### config.mk
export PLATFORM = sky130hd
export DESIGN_NAME = stopwatch_timer_core
export DESIGN_NICKNAME = d
export VERILOG_FILES = /design/src/rtl/stopwatch_timer_core.sv
export SDC_FILE = /design/constraint.sdc
export NUM_CORES = 1
export LEC_CHECK = 0
export CORE_UTILIZATION = 55
export DETAILED_ROUTE_END_ITERATION = 6
export GPL_ROUTABILITY_DRIVEN = 0
export GPL_TIMING_DRIVEN = 0
export PLACE_DENSITY = 0.84
export SYNTH_ARGS = -nofsm -noshare
export SYNTH_HDL_FRONTEND = slang
export SYNTH_SLANG_ARGS = --single-unit
### constraint.sdc
create_clock -name clk_core -period 5.8 [get_ports clk_core]
set_input_delay 1.16 -clock clk_core [delete_from_list [all_inputs] [get_ports clk_core]]
set_output_delay 1.16 -clock clk_core [all_outputs]
set_load 0.01 [all_outputs]
### src/rtl/stopwatch_timer_core.sv
// BCD min:sec:10ms stopwatch / countdown core
// with 10 ms prescaler, preset load, done flag and lap FIFO.
module stopwatch_timer_core #(
   parameter int CLK_DIV   = 500000,
   parameter int MAX_MIN   = 59,
   parameter int LAP_DEPTH = 4
) (
   input  logic       clk_core,
   input  logic       rst,
   input  logic       en,
   input  logic       clr,
   input  logic       load,
   input  logic       mode,
   input  logic [7:0] preset_min,
   input  logic [7:0] preset_sec,
   input  logic [7:0] preset_ms,
   input  logic       lap,
   input  logic       lap_rd,
   output logic [7:0] min_o,
   output logic [7:0] sec_o,
   output logic [7:0] ms_10_o,
   output logic       tick_o,
   output logic       wrap,
   output logic       done,
   output logic       lap_valid,
   output logic       lap_full,
   output logic       lap_ovf,
   output logic [7:0] lap_min,
   output logic [7:0] lap_sec,
   output logic [7:0] lap_ms
);

   localparam int PW = (CLK_DIV > 1) ? $clog2(CLK_DIV) : 1;
   localparam logic [PW-1:0] PS_LAST = PW'(CLK_DIV - 1);
   localparam int AW = $clog2(LAP_DEPTH);
   localparam logic [7:0] MAX_BCD =
      8'((MAX_MIN / 10) * 16 + (MAX_MIN % 10));

   typedef enum logic [1:0] {
      S_IDLE,
      S_RUN,
      S_DONE
   } state_t;

   state_t state;
   state_t state_nxt;

   logic [PW-1:0] presc;
   logic          active;
   logic          tick;

   logic at_max;
   logic at_low;
   logic is_zero;

   logic c0, c1, c2, c3, c4;
   logic b0, b1, b2, b3, b4;
   logic [7:0] up_min, up_sec, up_ms;
   logic [7:0] dn_min, dn_sec, dn_ms;
   logic [7:0] cl_min_raw, cl_min, cl_sec, cl_ms;

   logic [23:0]   mem [LAP_DEPTH];
   logic [AW:0]   wr_ptr;
   logic [AW:0]   rd_ptr;
   logic          push;
   logic          pop;

   // Wrapping digit step with explicit top value.
   function automatic logic [3:0] inc_d(
      input logic [3:0] d,
      input logic [3:0] top
   );
      return (d >= top) ? 4'd0 : d + 4'd1;
   endfunction

   function automatic logic [3:0] dec_d(
      input logic [3:0] d,
      input logic [3:0] top
   );
      return (d == 4'd0) ? top : d - 4'd1;
   endfunction

   function automatic logic [3:0] sat(
      input logic [3:0] d,
      input logic [3:0] top
   );
      return (d > top) ? top : d;
   endfunction

   // Prescaler only runs while enabled and not parked in DONE.
   assign active = en && (state != S_DONE);
   assign tick   = rst && active && (presc == PS_LAST);
   assign tick_o = tick;

   assign at_max  = (min_o == MAX_BCD) && (sec_o == 8'h59)
                 && (ms_10_o == 8'h99);
   assign is_zero = (min_o == 8'h00) && (sec_o == 8'h00)
                 && (ms_10_o == 8'h00);
   assign at_low  = (min_o == 8'h00) && (sec_o == 8'h00)
                 && (ms_10_o[7:4] == 4'd0)
                 && (ms_10_o[3:0] <= 4'd1);

   // Up-count carry chain, one BCD digit at a time.
   always_comb begin
      c0 = (ms_10_o[3:0] == 4'd9);
      c1 = c0 && (ms_10_o[7:4] == 4'd9);
      c2 = c1 && (sec_o[3:0] == 4'd9);
      c3 = c2 && (sec_o[7:4] == 4'd5);
      c4 = c3 && (min_o[3:0] == 4'd9);
      up_ms[3:0]  = inc_d(ms_10_o[3:0], 4'd9);
      up_ms[7:4]  = c0 ? inc_d(ms_10_o[7:4], 4'd9)
                       : ms_10_o[7:4];
      up_sec[3:0] = c1 ? inc_d(sec_o[3:0], 4'd9)
                       : sec_o[3:0];
      up_sec[7:4] = c2 ? inc_d(sec_o[7:4], 4'd5)
                       : sec_o[7:4];
      up_min      = min_o;
      if (at_max) begin
         up_min = 8'h00;
      end else if (c3) begin
         up_min[3:0] = inc_d(min_o[3:0], 4'd9);
         up_min[7:4] = c4 ? min_o[7:4] + 4'd1
                          : min_o[7:4];
      end
   end

   // Down-count borrow chain; never used at 00:00:00.
   always_comb begin
      b0 = (ms_10_o[3:0] == 4'd0);
      b1 = b0 && (ms_10_o[7:4] == 4'd0);
      b2 = b1 && (sec_o[3:0] == 4'd0);
      b3 = b2 && (sec_o[7:4] == 4'd0);
      b4 = b3 && (min_o[3:0] == 4'd0);
      dn_ms[3:0]  = dec_d(ms_10_o[3:0], 4'd9);
      dn_ms[7:4]  = b0 ? dec_d(ms_10_o[7:4], 4'd9)
                       : ms_10_o[7:4];
      dn_sec[3:0] = b1 ? dec_d(sec_o[3:0], 4'd9)
                       : sec_o[3:0];
      dn_sec[7:4] = b2 ? dec_d(sec_o[7:4], 4'd5)
                       : sec_o[7:4];
      dn_min[3:0] = b3 ? dec_d(min_o[3:0], 4'd9)
                       : min_o[3:0];
      dn_min[7:4] = b4 ? min_o[7:4] - 4'd1
                       : min_o[7:4];
   end

   // Preset clamping so loaded digits are always legal BCD.
   always_comb begin
      cl_ms      = {sat(preset_ms[7:4], 4'd9),
                    sat(preset_ms[3:0], 4'd9)};
      cl_sec     = {sat(preset_sec[7:4], 4'd5),
                    sat(preset_sec[3:0], 4'd9)};
      cl_min_raw = {sat(preset_min[7:4], 4'd9),
                    sat(preset_min[3:0], 4'd9)};
      cl_min     = (cl_min_raw > MAX_BCD) ? MAX_BCD
                                          : cl_min_raw;
   end

   // Prescaler phase: held by en=0, zeroed by clr/load.
   always_ff @(posedge clk_core or negedge rst) begin
      if (!rst) begin
         presc <= '0;
      end else if (clr || load) begin
         presc <= '0;
      end else if (active) begin
         presc <= (presc == PS_LAST) ? '0 : presc + PW'(1);
      end
   end

   // Time digits: clr > load > tick.
   always_ff @(posedge clk_core or negedge rst) begin
      if (!rst) begin
         min_o   <= 8'h00;
         sec_o   <= 8'h00;
         ms_10_o <= 8'h00;
      end else if (clr) begin
         min_o   <= 8'h00;
         sec_o   <= 8'h00;
         ms_10_o <= 8'h00;
      end else if (load) begin
         min_o   <= cl_min;
         sec_o   <= cl_sec;
         ms_10_o <= cl_ms;
      end else if (tick) begin
         if (!mode) begin
            min_o   <= up_min;
            sec_o   <= up_sec;
            ms_10_o <= up_ms;
         end else if (!is_zero) begin
            min_o   <= dn_min;
            sec_o   <= dn_sec;
            ms_10_o <= dn_ms;
         end
      end
   end

   // Single-cycle rollover pulse, aligned with 00:00:00.
   always_ff @(posedge clk_core or negedge rst) begin
      if (!rst) begin
         wrap <= 1'b0;
      end else begin
         wrap <= !clr && !load && tick && !mode && at_max;
      end
   end

   // State register.
   always_ff @(posedge clk_core or negedge rst) begin
      if (!rst) begin
         state <= S_IDLE;
      end else begin
         state <= state_nxt;
      end
   end

   // Next state: DONE is entered by a down tick reaching zero.
   always_comb begin
      state_nxt = state;
      unique case (state)
         S_IDLE, S_RUN: begin
            if (clr || load) begin
               state_nxt = en ? S_RUN : S_IDLE;
            end else if (tick && mode && at_low) begin
               state_nxt = S_DONE;
            end else begin
               state_nxt = en ? S_RUN : S_IDLE;
            end
         end
         S_DONE: begin
            if (clr || load) begin
               state_nxt = S_IDLE;
            end
         end
         default: state_nxt = S_IDLE;
      endcase
   end

   // State outputs.
   always_comb begin
      done = 1'b0;
      unique case (1'b1)
         (state == S_DONE): done = 1'b1;
         default:           done = 1'b0;
      endcase
   end

   assign lap_valid = (wr_ptr != rd_ptr);
   assign lap_full  = (wr_ptr[AW] != rd_ptr[AW])
                   && (wr_ptr[AW-1:0] == rd_ptr[AW-1:0]);
   assign pop       = lap_rd && lap_valid;
   assign push      = lap && (!lap_full || pop);

   // FIFO pointers; a full FIFO accepts push+pop together.
   always_ff @(posedge clk_core or negedge rst) begin
      if (!rst) begin
         wr_ptr <= '0;
         rd_ptr <= '0;
      end else if (clr) begin
         wr_ptr <= '0;
         rd_ptr <= '0;
      end else begin
         if (push) begin
            wr_ptr <= wr_ptr + (AW+1)'(1);
         end
         if (pop) begin
            rd_ptr <= rd_ptr + (AW+1)'(1);
         end
      end
   end

   // Sticky overflow on a dropped lap.
   always_ff @(posedge clk_core or negedge rst) begin
      if (!rst) begin
         lap_ovf <= 1'b0;
      end else if (clr) begin
         lap_ovf <= 1'b0;
      end else if (lap && lap_full && !pop) begin
         lap_ovf <= 1'b1;
      end
   end

   // Lap storage captures the pre-tick time.
   always_ff @(posedge clk_core) begin
      if (push && !clr) begin
         mem[wr_ptr[AW-1:0]] <= {min_o, sec_o, ms_10_o};
      end
   end

   assign {lap_min, lap_sec, lap_ms} =
      lap_valid ? mem[rd_ptr[AW-1:0]] : 24'h0;

endmodule

-- Yosys cells after proc, flatten, opt, wreduce, memory -nomap -nowiden
Memories as Yosys holds them, arrays and structs flattened.
Index checks and enable logic that the tools add are counted.
- word-level logic and storage cells: 186
- output and inout bits: 54
- register bits after elaboration: 53
- memories kept: 1
- RAM bits: 96
- multiplexer cells: 61
- reductions and logical operators: 62
- $add $sub $neg: 15
- order comparisons: 13
- eq/ne operators: 22
- memory list (memory ; words ; bits a word ; rd ports ; clocked after memory_dff ; write ports ; line ; text):
    mem ; 4 ; 24 ; 1 ; 0 ; 1 ; 62 ; logic [23:0] mem [LAP_DEPTH];
- operators with widths (operator ; count):
    two-way mux 8 bit ; 18
    two-way mux 4 bit ; 25
    two-way mux 19 bit ; 3
    logical AND 1 bit ; 29
    adder 4 x 1 -> 4 bit (second input constant) ; 6
    logical NOT 8 bit ; 3
    two-way mux 24 bit ; 1
    subtractor 4 x 1 -> 4 bit (second input constant) ; 6
    greater-than comparator 4 bit (second input constant) ; 5
    logical NOT 4 bit ; 5
    != test 4 x 3 -> 1 bit (second input constant) ; 5
    adder 19 x 1 -> 19 bit (second input constant) ; 1
    == test 19 bit (second input constant) ; 1
    == test 4 bit (second input constant) ; 4
    == test 8 x 7 -> 1 bit (second input constant) ; 2
    greater-or-equal comparator 4 bit (second input constant) ; 4
    AND reduction 4 bit ; 4
    two-way mux 3 bit ; 4
    nonzero test 4 bit ; 3
    nonzero test 5 bit ; 2
    == test 8 bit (second input constant) ; 1
    greater-than comparator 8 x 7 -> 1 bit (second input constant) ; 1
    nonzero test 2 bit ; 4
    adder 3 x 1 -> 3 bit (second input constant) ; 2
    other kinds (21) ; 34

-- Longest topological paths before layout
Gate-level depths: netlist of the first run.
- word-level depth: 12
- gate-level depth with buffers: 8
- mapped depth without buffers: 7

-- Worst setup path before layout of the first run
OpenSTA, ideal clock, no wires.
- kind: input -> output
- start: input rst
- end: output tick_o
- buffers on the path: 0
- arrival time: 1658 ps
- stages: 3
- setup slack: 2982 ps
- path through: and3_2 -> nand3_4 -> inv_1
- cells in the longest elaborated chain, start to end: 2
- RTL lines (item ; line ; text):
    start, declared ; 9 ; input logic rst,
    logical AND 1 bit (2 in a row) ; 92 ; assign tick = rst && active && (presc == PS_LAST);
    end, declared ; 22 ; output logic tick_o,
Every way passes these cells.

-- Final worst setup path of the first run
Same ends and word-level chain as after synthesis.

==> results of run 1 <==
==> cells in the final DEF, fill, tap and decap left out, drive strengths merged, types with 14 or more instances in the layout <==
cell type      Yosys  routed
nor2              46      46
buf               22      24
mux2i             14      14
o21ai             30      30
edfxtp            96      96
clkdlybuf4s50      0      84
and2              30      30
clkbuf            14      31
ha                26      26
nand2             31      31
mux4              24      24
xnor2             15      15
dfrtp             53      53
inv               32      36
a21oi             29      29
==> flip-flops by register name (all words and copies together), names as in the netlist, 2 cells and up <==
signal and count:
sec_o 8, wr_ptr 3, rd_ptr 3, min_o 8, presc 19, state 2
mem 96, ms_10_o 8
==> synth_stat cells, types with 11 or more instances <==
library cell,instances,area (sq um)
xnor2_1,15,131
nand3_1,12,60.1
inv_1,32,120
buf_2,19,95.1
nand2_1,31,116
nor3_1,13,65.1
ha_1,26,325
and2_1,29,181
clkbuf_1,14,52.6
mux4_2,24,541
a31oi_1,11,68.8
a21oi_1,27,135
edfxtp_1,96,2880
nor2_1,46,173
dfrtp_1,53,1330
mux2i_1,14,140
o21ai_0,22,110
==> power by group through the flow <==
stage	clock (mW)	combinational (mW)	sequential, mW
after floorplan	0	0.429	1.26
after global placement	0	0.700	1.27
after detailed placement	0	0.725	1.28
after CTS	1.13	0.733	1.26
after global routing	1.17	0.793	1.27
final	1.12	0.729	1.26
==> worst max path at each step <==
stage	start	end	slack [ns]	cells after the start
4_1_cts	rst	tick_o	1.74	5
2_1_floorplan	rst	tick_o	2.98	3
6_report	rst	tick_o	1.79	5
5_1_grt	rst	tick_o	1.62	5
3_3_place_gp	rst	tick_o	-0.18	5
3_5_place_dp	rst	tick_o	1.75	5
==> metal layers <==
layer | up-vias | routed length, um | global-route usage [%] | share of wire (%)
li1 | 2675 | - | - | -
met1 | 2907 | 7520 | 32.9 | 40
met3 | 66 | 1270 | 6.69 | 6.7
met5 | - | 0 | 0 | 0
met4 | 0 | 651 | 13.0 | 3.4
met2 | 281 | 9490 | 45.8 | 50
==> worst reg2reg max path, delay by kind of cell, from the launching register on <==
family,cells,cell delay (ns)
AOI/OAI and AO/OA,1,0.21
xor gates and xnor gates,1,0.17
buffers and inverters,1,0.36
DFF,1,0.35
and+or+nand+nor,3,1.43
==> through the flow <==
stage / std cells / utilization [%] / setup slack [ns] / area (sq um)
floorplan: 652 / - / 2.98 / 8000
CTS: 950 / 69.0 / 1.74 / 9690
global route: 950 / 69.0 / 1.62 / 9690
detailed placement: 918 / 64.7 / 1.75 / 9090
finish: 950 / 69.0 / 1.79 / 9690
global placement: 917 / 64.6 / -0.175 / 9080
==> area by class of cell <==
class,count,area [sq um],share of cell area [%]
clock inverter,15,178,1.83
multi-input combinational,435,3490,36.0
clock buffer,17,425,4.39
buffer,36,178,1.83
timing repair buffer,86,866,8.93
inverter,32,120,1.24
sequential,149,4210,43.4
tap,180,225,2.32
==> cell families after synthesis <==
family / share of synthesized area [%]
AOI/OAI and AO/OA: 11.1
xor gates and xnor gates: 2.41
adders and majority gates: 4.07
buffers and inverters: 3.72
DFF: 52.6
muxes: 10.2
and+or+nand+nor: 15.9
==> results.py, run 1 <==
metrics = {
    "clock_tree": {
        "h-tree-depth": 4,
        "cts_made_buffers": 17,
        "path_clk_slew_ns": 0.06,
        "clkSinkCount": 149,
        "clkLatencyLatePin_ns": 0.42,
        "hold_buffers": 0,
        "cts-root-buf": "clkbuf_16",
        "post_cts_resize_count": 0,
        "clk_path_buf_depth": 2,
        "cts_tree": "yes",
        "cts_setup_buffers": 0,
    },
    "routing": {
        "routedWlPerCell_um": 19.9,
        "postRouteAntennaNets": 0,
        "drtIter0Drc": 640,
        "num_vias": 5929,
        "drtPass1Iterations": 5,
        "wl_um": 18900,
        "vias_per_cell": 6.24,
        "drc": 0,
    },
    "sta": {
        "rsz0062_at_grt": "no",
        "tns_ns": 0,
        "finalCriticalPeriod_ns": 4.01,
        "hold-worst-slack_ns": 0.487,
        "finalSetupViolations": 0,
        "worst_slew_pin_slew_ns": 1.27,
        "finalHoldViolCount": 0,
        "fin_crit_sh_pct": 69.1,
        "maxSlewViolCount": 0,
        "slew_headroom_pct": 15.3,
        "fmax_mhz": 249,
        "finClkSkew_ns": 0.00941,
    },
    "placement": {
        "hpwlAfterDp_um": 13100,
        "io_buffers": 85,
    },
    "min_path": {
        "min_path_cells": 1,
        "holdPathEnd": "presc[18]",
        "min-delay-start": "presc[18]",
        "hp-class": "flop to flop",
    },
    "pwr": {
        "ir_drop_uv": 154,
        "switchingPower_uw": 863,
        "cellLeakagePower_nw": 3.56,
        "pwr-share-comb_pct": 23.5,
        "switching_share_pct": 27.8,
        "seqPwrFrac_pct": 40.6,
        "total_power_mw": 3.10,
        "power.share.clock_pct": 35.9,
        "p_int_mw": 2.24,
        "power_density_mw_per_mm2": 320,
    },
    "critical_path": {
        "path_class": "input pin to output port",
        "rr_startpoint": "rd_ptr[1]",
        "cp_data_required_time_ns": 4.64,
        "cp_num_buf_inv": 3,
        "crit_chain": "buf_2 > and3_2 > nand3_4 > inv_1 > clkdlybuf4s50_1",
        "cp_slowest_cell": "clkdlybuf4s50_1",
        "worst_setup_path_start_kind": "input pin",
        "ff2ff_setup_slack_ns": 2.88,
        "cpPeakStageDelay_ns": 0.54,
        "r2r_cells": 6,
        "r2r-end": "mem[2][17]",
        "crit_family": "buffers and inverters",
        "worstPathMaxFanout": 26,
        "end_kind": "output port",
        "arrival_ns": 2.85,
    },
    "yosys": {
        "async_reset_ff_share_pct": 35.6,
        "ys_types": 78,
        "ys_ff_latch": 149,
        "synth_ff_type": "edfxtp_1",
        "synthCells": 652,
        "syn_avg_cell_area_sq_um": 12.3,
        "synth_edf_count": 96,
        "yosys_warnings": 0,
        "syn-num-nets": 710,
        "synth.yosys.seq_area_share_pct": 52.6,
        "netlist_area_sq_mm": 0.00800,
    },
    "final_layout": {
        "area_growth_pct": 21.2,
        "fin_nets": 815,
        "fill_cells": 929,
        "drive_gt1_share_pct": 14.0,
        "antenna_cells": 0,
    },
    "grt": {
        "antenna_found_initial": 0,
        "grt_pass1_vias": 5977,
        "grt-ovfl-total": 0,
        "grt_pass1_wl_um": 30400,
        "grt_max_degree": 30,
        "track_usage_pct": 27.3,
    },
    "floorplanning": {
        "dieArea_sq_mm": 0.0150,
        "num_io_pins": 86,
        "die_y_um": 123,
        "num_rows": 43,
        "start_util_pct": 57.0,
        "fp.coreArea_sq_mm": 0.0140,
        "die_w_um": 123,
    },
    "run_status": {
        "status": "completed",
    },
    "run": {
        "drv_cap": 0,
    },
}
Note: power is estimated with default switching activity, not from simulation.
==> run 2, diff against run 1 <==
==> constraint.sdc (replaced) <==
create_clock -name clk_core -period 4.1 [get_ports clk_core]
set_input_delay 0.82 -clock clk_core [delete_from_list [all_inputs] [get_ports clk_core]]
set_output_delay 0.82 -clock clk_core [all_outputs]
set_load 0.01 [all_outputs]
==> results of run 2 <==
The final DEF is identical to that of run 1. Status: completed.
Main changes from that run: setup slack after placement 1.75 ns -> 0.426 ns; clock-pin slew on the worst setup and hold paths 0.06 ns -> 0.07 ns; setup slack after layout 1.79 ns -> 0.538 ns; hold slack 0.487 ns -> 0.404 ns; start point of the critical path rst -> rd_ptr[1]; end point of the critical path tick_o -> lap_ms[5]; register-to-register setup slack 2.88 ns -> 1.18 ns; total power 3.10 mW -> 4.39 mW; worst IR drop on VDD 154 uV -> 217 uV
==> run 3, diff against run 2 <==
--- a/config.mk
+++ b/config.mk
@@ -6,6 +6,7 @@
 export NUM_CORES = 1
 export LEC_CHECK = 0
 export CORE_UTILIZATION = 55
+export CTS_CLUSTER_DIAMETER = 80
 export DETAILED_ROUTE_END_ITERATION = 6
 export GPL_ROUTABILITY_DRIVEN = 0
 export GPL_TIMING_DRIVEN = 0
==> results of run 3 <==
The final DEF is identical to that of run 1. Status: completed.
Main changes from that run: setup slack after placement 1.75 ns -> 0.426 ns; clock-pin slew on the worst setup and hold paths 0.06 ns -> 0.07 ns; setup slack after layout 1.79 ns -> 0.538 ns; hold slack 0.487 ns -> 0.404 ns; start point of the critical path rst -> rd_ptr[1]; end point of the critical path tick_o -> lap_ms[5]; register-to-register setup slack 2.88 ns -> 1.18 ns; total power 3.10 mW -> 4.39 mW; worst IR drop on VDD 154 uV -> 217 uV
